[src/rtl/guess_input_conditioner.sv]
// Synchronises the guess switches and confirm button, debounces the button and emits
// one confirm (or reject) pulse per clean press. Optional macro: GUESS_DISTINCT_CHECK_EN.
module guess_input_conditioner #(
    parameter int unsigned DEBOUNCE_CYCLES = 1_000_000
) (
    input  logic        clock_i,
    input  logic        reset_i,
    input  logic [15:0] sw_raw_i,
    input  logic        confirm_raw_i,
    output logic [15:0] guess_o,
    output logic        confirm_o,
    output logic        reject_o
);

    localparam int unsigned CNT_W = $clog2(DEBOUNCE_CYCLES + 1);
    localparam logic [CNT_W-1:0] CNT_ONE  = CNT_W'(1);
    localparam logic [CNT_W-1:0] CNT_LAST = CNT_W'(DEBOUNCE_CYCLES - 1);

    localparam logic [1:0] ST_RELEASED  = 2'd0;
    localparam logic [1:0] ST_PRESS_CHK = 2'd1;
    localparam logic [1:0] ST_PRESSED   = 2'd2;
    localparam logic [1:0] ST_REL_CHK   = 2'd3;

    logic [15:0]      swMeta_q;
    logic [15:0]      swSync_q;
    logic             btnMeta_q;
    logic             btnSync_q;
    logic [1:0]       state_q;
    logic [1:0]       state_d;
    logic [CNT_W-1:0] cnt_q;
    logic [CNT_W-1:0] cnt_d;
    logic             accept;
    logic             digitsDistinct;
    logic [15:0]      guess_q;
    logic [15:0]      guess_d;
    logic             confirm_q;
    logic             confirm_d;
    logic             reject_q;
    logic             reject_d;

    // Two-flop synchronisers; nothing below this point looks at the raw pins.
    always_ff @(posedge clock_i or posedge reset_i) begin
        if (reset_i) begin
            swMeta_q  <= '0;
            swSync_q  <= '0;
            btnMeta_q <= 1'b0;
            btnSync_q <= 1'b0;
        end else begin
            swMeta_q  <= sw_raw_i;
            swSync_q  <= swMeta_q;
            btnMeta_q <= confirm_raw_i;
            btnSync_q <= btnMeta_q;
        end
    end

    // Debounce FSM: accept fires only on the PRESS_CHK -> PRESSED transition,
    // so holding the button can never retrigger until a debounced release.
    always_comb begin
        state_d = state_q;
        cnt_d   = cnt_q;
        accept  = 1'b0;
        case (state_q)
            ST_RELEASED: begin
                if (btnSync_q) begin
                    state_d = ST_PRESS_CHK;
                    cnt_d   = CNT_ONE;
                end
            end
            ST_PRESS_CHK: begin
                if (!btnSync_q) begin
                    state_d = ST_RELEASED;
                    cnt_d   = '0;
                end else if (cnt_q == CNT_LAST) begin
                    state_d = ST_PRESSED;
                    cnt_d   = '0;
                    accept  = 1'b1;
                end else begin
                    cnt_d = cnt_q + CNT_ONE;
                end
            end
            ST_PRESSED: begin
                if (!btnSync_q) begin
                    state_d = ST_REL_CHK;
                    cnt_d   = CNT_ONE;
                end
            end
            ST_REL_CHK: begin
                if (btnSync_q) begin
                    state_d = ST_PRESSED;
                    cnt_d   = '0;
                end else if (cnt_q == CNT_LAST) begin
                    state_d = ST_RELEASED;
                    cnt_d   = '0;
                end else begin
                    cnt_d = cnt_q + CNT_ONE;
                end
            end
            default: begin
                state_d = ST_PRESSED;
                cnt_d   = '0;
            end
        endcase
    end

`ifdef GUESS_DISTINCT_CHECK_EN
    // Any repeated digit (A-F included) refuses the guess.
    assign digitsDistinct = (swSync_q[15:12] != swSync_q[11:8]) &&
                            (swSync_q[15:12] != swSync_q[7:4])  &&
                            (swSync_q[15:12] != swSync_q[3:0])  &&
                            (swSync_q[11:8]  != swSync_q[7:4])  &&
                            (swSync_q[11:8]  != swSync_q[3:0])  &&
                            (swSync_q[7:4]   != swSync_q[3:0]);
`else
    assign digitsDistinct = 1'b1;
`endif

    always_comb begin
        confirm_d = accept & digitsDistinct;
        reject_d  = accept & ~digitsDistinct;
        guess_d   = confirm_d ? swSync_q : guess_q;
    end

    // Reset lands in PRESSED so a button held through reset must be released first.
    always_ff @(posedge clock_i or posedge reset_i) begin
        if (reset_i) begin
            state_q   <= ST_PRESSED;
            cnt_q     <= '0;
            guess_q   <= 16'h0000;
            confirm_q <= 1'b0;
            reject_q  <= 1'b0;
        end else begin
            state_q   <= state_d;
            cnt_q     <= cnt_d;
            guess_q   <= guess_d;
            confirm_q <= confirm_d;
            reject_q  <= reject_d;
        end
    end

    assign guess_o   = guess_q;
    assign confirm_o = confirm_q;
    assign reject_o  = reject_q;

endmodule

[config.mk]
export PLATFORM = sky130hd
export DESIGN_NAME = guess_input_conditioner
export DESIGN_NICKNAME = d
export VERILOG_FILES = /design/src/rtl/guess_input_conditioner.sv
export SDC_FILE = /design/constraint.sdc
export NUM_CORES = 1
export LEC_CHECK = 0
export ABC_CLOCK_PERIOD_IN_PS = 4000
export CAP_MARGIN = 15
export CORE_AREA = 2 2 79 81
export CTS_CLUSTER_SIZE = 25
export DETAILED_ROUTE_END_ITERATION = 16
export DIE_AREA = 0 0 81 83
export GPL_TIMING_DRIVEN = 0
export PLACE_DENSITY = 0.71
export REMOVE_ABC_BUFFERS = 1
export SYNTH_ARGS = -nofsm -noshare
export SYNTH_HDL_FRONTEND = slang
export SYNTH_SLANG_ARGS = --single-unit
[constraint.sdc]
create_clock -name clock_i -period 4 [get_ports clock_i]
set_input_delay 0.6 -clock clock_i [delete_from_list [all_inputs] [get_ports clock_i]]
set_output_delay 0.6 -clock clock_i [all_outputs]
set_load 0.01 [all_outputs]
Word level (Yosys, flattened, before mapping)
Cells that the tools add are included.
Widths: inputs -> output; s select.
{"block": "op_classes", "n_addsub": 1, "n_eq_ne": 8, "muxes": 16, "n_reduce_logical": 3}
{"cell": "$mux 20", "count": 5}
{"cell": "$pmux 20 s4", "count": 1}
{"cell": "$add 20x1->20 const B", "count": 1}
{"cell": "$eq 20x20->1 const B", "count": 1}
{"cell": "$mux 2", "count": 6}
{"cell": "$pmux 2 s4", "count": 1}
{"cell": "$ne 3x3->1 const B", "count": 2}
{"cell": "$eq 2x2->1 const B", "count": 2}
{"cell": "$ne 2x2->1 const B", "count": 2}
{"cell": "$reduce_and 4->1", "count": 1}
{"cell": "$mux 1", "count": 3}
{"cell": "$eq 2x1->1 const B", "count": 1}
{"cell": "$logic_not 2->1", "count": 1}
{"cell": "$reduce_and 2->1", "count": 1}
{"block": "totals", "reg_bits": 73, "out_inout_bits": 18, "word_cells": 36}

Depth between registers and ports, before layout
Gate-level depths: netlist of the first run.
{"block": "depth", "ltp_word": 4, "ltp_mapped": 7}

Least setup slack after synthesis of the first run
OpenSTA, ideal clock, no wires.
{"block": "synth_timing", "kind": "reg2reg", "from": "register cnt_q[0]", "to": "register guess_q[0], in the netlist guess_o[0]", "setup_ns": 0.125, "arrival_ns": 1.938, "required_time_ns": 3.875, "path_slack_ns": 1.937, "path_stages_with_launch": 7, "path_buffers": 1, "period_less_slack_ns": 2.063, "cell_sequence": "dfrtp_1 -> ha_1 -> and3_1 -> nand4_4 -> nor4b_4 -> buf_8 -> mux2_4"}
{"block": "synth_via", "elab_chain_len": 4}
{"element": "from (decl)", "line": "30", "text": "logic [CNT_W-1:0] cnt_q;"}
{"element": "from (signal assigned)", "line": "133", "text": "cnt_q <= cnt_d;"}
{"element": "$eq 20x20->1", "line": "73", "text": "end else if (cnt_q == CNT_LAST) begin"}
{"element": "$mux 1", "line": "73"}
{"element": "$mux 1", "line": "70", "text": "if (!btnSync_q) begin"}
{"element": "$mux 1", "line": "62", "text": "case (state_q)"}
{"element": "to (signal assigned)", "line": "134", "text": "guess_q <= guess_d;"}
{"element": "to (decl)", "line": "34", "text": "logic [15:0] guess_q;"}
No other way between the ends.
A chain may end at the register's enable or synchronous reset.

Worst setup path in the final report of the first run
{"block": "layout_timing", "from": "register cnt_q[0]", "to": "register guess_q[13], in the netlist guess_o[13]"}
The elaborated chain is that of the path after synthesis.

==> out/qor.yml, run 1 <==
status: "finished clean"
worstSetupPathType: "flop to flop"
wire_length_per_cell_after_detailed_routing_um: 14.1
dpl.hpwl_um: 3140
unrepaired_setup_endpoints_after_global_routing: "false"
detailedRoute.firstPassIterationCount: 4
synth.distinct_cells: 42
layout-drive-gt1-share_pct: 17.0
layout.cells.most_common: "sky130_fd_sc_hd__dfrtp_1"
syn_area_sq_um: 2840
grt_remaining_overflow: 0
min_path_type: "flop to flop"
cellLeakagePower_nw: 1.57
boundaryPins: 37
postCtsHoldBufs: 0
timing.fmax_ghz: 0.408
signed_area_change_from_the_synthesized_netlist_to_the_final_layout_pct: 21.9
clk_pin_slew_ns: 0.07
grt_first_pass_wirelength_um: 7980
worstSetupEndpointType: "flop"
finalWeightedCongestion: 0.807
synth.yosys.warnings: 0
crit_arrival_ns: 2.67
finalCriticalPeriod_ns: 2.45
multi_input_comb_area_sq_um: 961
timing.hold.ws_ns: 0.343
finish.instance_area_sq_um: 3460
clock_tree.buffer_depth: 2
seqCellArea_sq_um: 1830
pwr_density_cell_nw_per_um2: 464
final_cell_count_no_fill: 334
max_slew_margin_pct: 43.0
cell_rows: 28
finalCritPeriodShare_pct: 61.3
highest_net_fanout_along_the_worst_path: 10
setup_ws_ns: 1.55
drv_slew: 0
maximum_number_of_pins_on_one_net_before_global_route_repair: 74
wl_um: 4700
initial_core_util_pct: 48.8
mean_area_per_synthesized_cell_sq_um: 13.3
number_of_nets_in_the_layout: 274
cp_max_stage_cell: "sky130_fd_sc_hd__nor4b_4"
final_setup_tns_ns: 0
tightestPinTransition_ns: 0.854
ir_drop_mv: 0.339
postLayoutCoreUtil_pct: 59.4
grt_antenna_before_repair: 0
via_per_inst: 5.29
total_die_area_sq_um: 6720
crit_path_max_incr_delay_ns: 0.66
clock_tree_from_tritoncts: "yes"
drv_cap: 0
clock_sink_count: 73
placement.setup.worst_slack_ns: 1.52
die_w_um: 81
antenna_cells_inserted: 0
cts-resized-gates: 0
dr.first_iter.drc_count: 54
placedInstanceArea_sq_um: 3260
first_global_vias: 1675
worst-path-buf-inv: 1
numPlacedInstances: 318
timing.clock.skew_ns: 0.00874
timing.final.hold_violations: 0
setup.worst_path.start_class: "flop"
report.final.setup_viol: 0
placeableCoreArea_sq_um: 5820
critical-path-top-delay-family: "simple AND/OR/NAND/NOR gates"
total_power_mw: 1.60
vias: 1766
leading_cell_types_in_the_layout_fill_and_taps_excluded: "72 x sky130_fd_sc_hd__dfrtp_1, 35 x sky130_fd_sc_hd__clkdlybuf4s50_1, 20 x sky130_fd_sc_hd__o21ai_0"
ys_seq_elements: 73
critical_path.cell_chain: "ha_1, and3_1, nand4_4, nor4b_4, buf_8, mux2_2"
drcViolationCount: 0
grt_util_overall_pct: 15.8
synth_seq_area_share_pct: 64.5
cp.required_ns: 4.21
postRouteAntennaNets: 0
chipHeight_um: 83
cts_inserted_buffers: 9
n_fill_cell: 464
buffer_ports.inserted: 35
clock_latency_ns: 0.33
cts.root.buffer_cell: "sky130_fd_sc_hd__clkbuf_8"
postSynthCellCount: 213
htree_levels: 3
postCtsSetupBuffers: 0
## registers in the layout, indices dropped and copies added (netlist names), named ones only
name and count:
btnSync_q 1, btnMeta_q 1, cnt_q 20, confirm_o 1, state_q 1, swMeta_q 16, swSync_q 16, guess_o 16
## report_power, final
group / switching [mW] / leakage, nW / internal (mW) / total [mW]
clock: 0.254 / 0.101 / 0.307 / 0.561
combinational: 0.155 / 0.541 / 0.0767 / 0.232
sequential: 0.0297 / 0.933 / 0.780 / 0.810
total: 0.439 / 1.57 / 1.16 / 1.60
## cell type report
cell class	instances	share of cell area [%]
inverter	2	0.290
tap	75	2.72
multi-input combinational	132	27.8
sequential	73	52.9
clock inverter	4	1.52
clock buffer	12	4.20
timing repair buffer	36	10.6
## worst reg2reg max path: cells and delay by family, from the launching register on
kind / cells / cell delay (ns)
adder cells (fa/ha/maj): 1 / 0.24
buffers and inverters: 1 / 0.24
flip-flops: 1 / 0.41
multiplexers: 1 / 0.34
AND/OR/NAND/NOR: 3 / 1.11
## kinds of logic after synthesis
| kind of cell | count (synthesis) | share of synthesized area [%] |
|---|---|---|
| AOI/OAI and AO/OA | 36 | 8.34 |
| xor gates and xnor gates | 5 | 1.54 |
| adders and majority gates | 1 | 0.441 |
| buffers and inverters | 8 | 1.63 |
| DFF | 73 | 64.5 |
| muxes | 17 | 8.08 |
| other | 1 | 0.132 |
| and+or+nand+nor | 72 | 15.4 |
## synthesized netlist by cell type, drive strengths merged
cell type   n  area [sq um]
dfrtp      72          1800
o21ai      21           105
nand2      19          73.8
mux2       17           229
a21o        8          60.1
nand3       8          40.0
and3        7          43.8
nor2        7          26.3
nor3        6          30.0
nor4        6          50.0
nand4       5          46.3
nor3b       4          30.0
buf         3          27.5
clkbuf      3          11.3
or2         3          18.8
xnor2       3          26.3
and2        2          12.5
inv         2          7.51
nor4b       2          38.8
xor2        2          17.5
a211o       1          8.76
a21oi       1          5.00
a221o       1          10.0
conb        1          3.75
dfstp       1          26.3
ha          1          12.5
nand3b      1          11.3
o211ai      1          7.51
o21a        1          7.51
o31ai       1          21.3
o41a        1          11.3
or3         1          6.26
or4         1          7.51
## path summary, 6_finish.rpt
path,startpoint,end,slack [ns],cells past startpoint
worst max-delay path,cnt_q[0],guess_o[13],1.55,6
worst min-delay path,swMeta_q[7],swSync_q[7],0.34,0
worst max register to register,cnt_q[0],guess_o[13],1.55,6
worst min register to register,swMeta_q[7],swSync_q[7],0.34,0
max in group asynchronous,reset_i,swMeta_q[13],2.64,2
min in group asynchronous,reset_i,cnt_q[10],0.80,2
## metal layers
metal | vias to the layer above | GRT usage, % | wire length, um
met5 | - | 0 | 0
li1 | 839 | - | -
met4 | 0 | 8.94 | 117
met2 | 32 | 23.2 | 2170
met3 | 10 | 3.80 | 153
met1 | 885 | 21.3 | 2260
No activity file was read; power rests on OpenSTA's default activity.
==> run 2: changes to the inputs <==
ABC_CLOCK_PERIOD_IN_PS = 2400   (was 4000)
clock period = 2.4 ns   (was 4 ns; I/O delays follow)
==> out/qor.yml, run 2 (same netlist as run 1, synthesis figures left out) <==
finalWeightedCongestion: 0.807  # unchanged
placeableCoreArea_sq_um: 5820  # unchanged
postCtsHoldBufs: 0  # unchanged
clk_pin_slew_ns: 0.07  # about the same
crit_arrival_ns: 2.39  # -0.28 ns
wire_length_per_cell_after_detailed_routing_um: 14.6  # +3.5%
seqCellArea_sq_um: 1830  # unchanged
timing.clock.skew_ns: 0.00761  # -0.00113 ns
ir_drop_mv: 0.576  # +70%
timing.fmax_ghz: 0.461  # +13%
cell_rows: 28  # unchanged
crit_path_max_incr_delay_ns: 0.41  # -0.25 ns
wl_um: 4890  # +4.1%
buffer_ports.inserted: 35  # unchanged
number_of_nets_in_the_layout: 276  # +0.73%
numPlacedInstances: 318  # unchanged
postLayoutCoreUtil_pct: 59.9  # +0.49 points
via_per_inst: 5.36  # +1.4%
largest_register: "cnt_q"
setup.worst_path.start_class: "flop"
maximum_number_of_pins_on_one_net_before_global_route_repair: 74  # unchanged
antenna_cells_inserted: 0  # unchanged
max_slew_margin_pct: 42.8  # -0.23 points
highest_net_fanout_along_the_worst_path: 6  # -4
boundaryPins: 37  # unchanged
signed_area_change_from_the_synthesized_netlist_to_the_final_layout_pct: 22.9
postRouteAntennaNets: 0  # unchanged
unrepaired_setup_endpoints_after_global_routing: "false"
cts.root.buffer_cell: "sky130_fd_sc_hd__clkbuf_8"
grt_remaining_overflow: 0  # unchanged
critical-path-top-delay-family: "simple AND/OR/NAND/NOR gates"
final_setup_tns_ns: 0  # unchanged
dr.first_iter.drc_count: 81  # +50%
clock_tree_from_tritoncts: "yes"
grt_first_pass_wirelength_um: 8060  # +1.0%
drv_cap: 0  # unchanged
layout-drive-gt1-share_pct: 17.6  # +0.64 points
chipHeight_um: 83  # unchanged
finalCriticalPeriod_ns: 2.17  # -0.283 ns
critical_path.cell_chain: "ha_1, and3_1, nand4_4, nor4b_4, buf_4, mux2_4"
largest_reg_flops: 20  # unchanged
clock_sink_count: 73  # unchanged
min_path_type: "flop to flop"
die_w_um: 81  # unchanged
tightestPinTransition_ns: 0.858  # +0.00339 ns
cts_inserted_buffers: 9  # unchanged
cp.required_ns: 2.61  # -1.60 ns
placedInstanceArea_sq_um: 3260  # unchanged
dpl.hpwl_um: 3140  # unchanged
worst-path-buf-inv: 1  # unchanged
n_fill_cell: 459  # -1.1%
multi_input_comb_area_sq_um: 982  # +2.2%
timing.final.hold_violations: 0  # unchanged
finish.instance_area_sq_um: 3480  # +0.83%
drcViolationCount: 0  # unchanged
clock_latency_ns: 0.33  # about the same
setup_ws_ns: 0.230  # -1.32 ns
report.final.setup_viol: 0  # unchanged
final_cell_count_no_fill: 336  # +0.60%
pwr_density_cell_nw_per_um2: 775  # +67%
status: "finished clean"
clock_tree.buffer_depth: 2  # unchanged
grt_antenna_before_repair: 0  # unchanged
layout.cells.most_common: "sky130_fd_sc_hd__dfrtp_1"
worstSetupEndpointType: "flop"
placement.setup.worst_slack_ns: -0.0839  # -1.60 ns
leading_cell_types_in_the_layout_fill_and_taps_excluded: "72 x sky130_fd_sc_hd__dfrtp_1, 35 x sky130_fd_sc_hd__clkdlybuf4s50_1, 20 x sky130_fd_sc_hd__o21ai_0"
htree_levels: 3  # unchanged
timing.hold.ws_ns: 0.344  # +0.000877 ns
cellLeakagePower_nw: 1.58  # +0.51%
total_die_area_sq_um: 6720  # unchanged
finalCritPeriodShare_pct: 90.4  # +29 points
drv_slew: 0  # unchanged
total_power_mw: 2.70  # +68%
initial_core_util_pct: 48.8  # unchanged
detailedRoute.firstPassIterationCount: 5  # +1
grt_util_overall_pct: 16.0  # +0.16 points
worstSetupPathType: "flop to flop"
cp_max_stage_cell: "sky130_fd_sc_hd__dfrtp_1"
first_global_vias: 1688  # +0.78%
vias: 1802  # +2.0%
run 2: repair_timing:
item                       4_1_cts  5_1_grt
resized for setup                0        1
setup endpoints to repair       10       11
pin swaps                        1        1
gates cloned                     0        1
buffers inserted                 1        0
run 2: cell type report:
type / instances / area share (%)
clock inverter: 4 / 1.51
sequential: 73 / 52.5
multi-input combinational: 133 / 28.2
timing repair buffer: 37 / 10.7
tap: 75 / 2.69
clock buffer: 12 / 4.17
inverter: 2 / 0.287
run 2: worst paths after layout:
path	from	end	slack [ns]	cells after the start
setup / recovery	cnt_q[0]	guess_o[0]	0.23	6
hold / removal	swMeta_q[7]	swSync_q[7]	0.34	0
setup reg to reg	cnt_q[0]	guess_o[0]	0.23	6
hold reg to reg	swMeta_q[7]	swSync_q[7]	0.34	0
max in group asynchronous	reset_i	swMeta_q[13]	1.28	2
min in group asynchronous	reset_i	guess_o[7]	0.55	2
run 2: layer usage:
metal,wire length (um),up-vias,GRT usage (%)
met2,2310,50,23.7
li1,-,844,-
met4,123,0,8.94
met3,236,10,3.80
met1,2230,898,21.4
met5,0,-,0
run 2: power by group:
part / switching [mW] / internal (mW) / leakage [nW]
registers: 0.0491 / 1.30 / 0.933
logic: 0.278 / 0.138 / 0.549
clock network: 0.423 / 0.511 / 0.101
run 2: worst register-to-register path: stages (launching register included):
cell and delay [ns]:
sky130_fd_sc_hd__dfrtp_1 0.41, sky130_fd_sc_hd__ha_1 0.24, sky130_fd_sc_hd__and3_1 0.27, sky130_fd_sc_hd__nand4_4 0.20
sky130_fd_sc_hd__nor4b_4 0.37, sky130_fd_sc_hd__buf_4 0.24, sky130_fd_sc_hd__mux2_4 0.32
==> run 3: changes to the inputs <==
ABC_CLOCK_PERIOD_IN_PS = 2350   (was 2400)
clock period = 2.35 ns   (was 2.4 ns; I/O delays follow)
==> results of run 3 <==
Same layout as run 2 (identical final DEF). Status: finished clean.
Among the figures that moved: setup slack after placement -0.0839 ns -> -0.134 ns; setup slack after layout 0.230 ns -> 0.180 ns; register-to-register setup slack 0.23 ns -> 0.18 ns; total power 2.70 mW -> 2.76 mW; worst IR drop on VDD 0.576 mV -> 0.588 mV
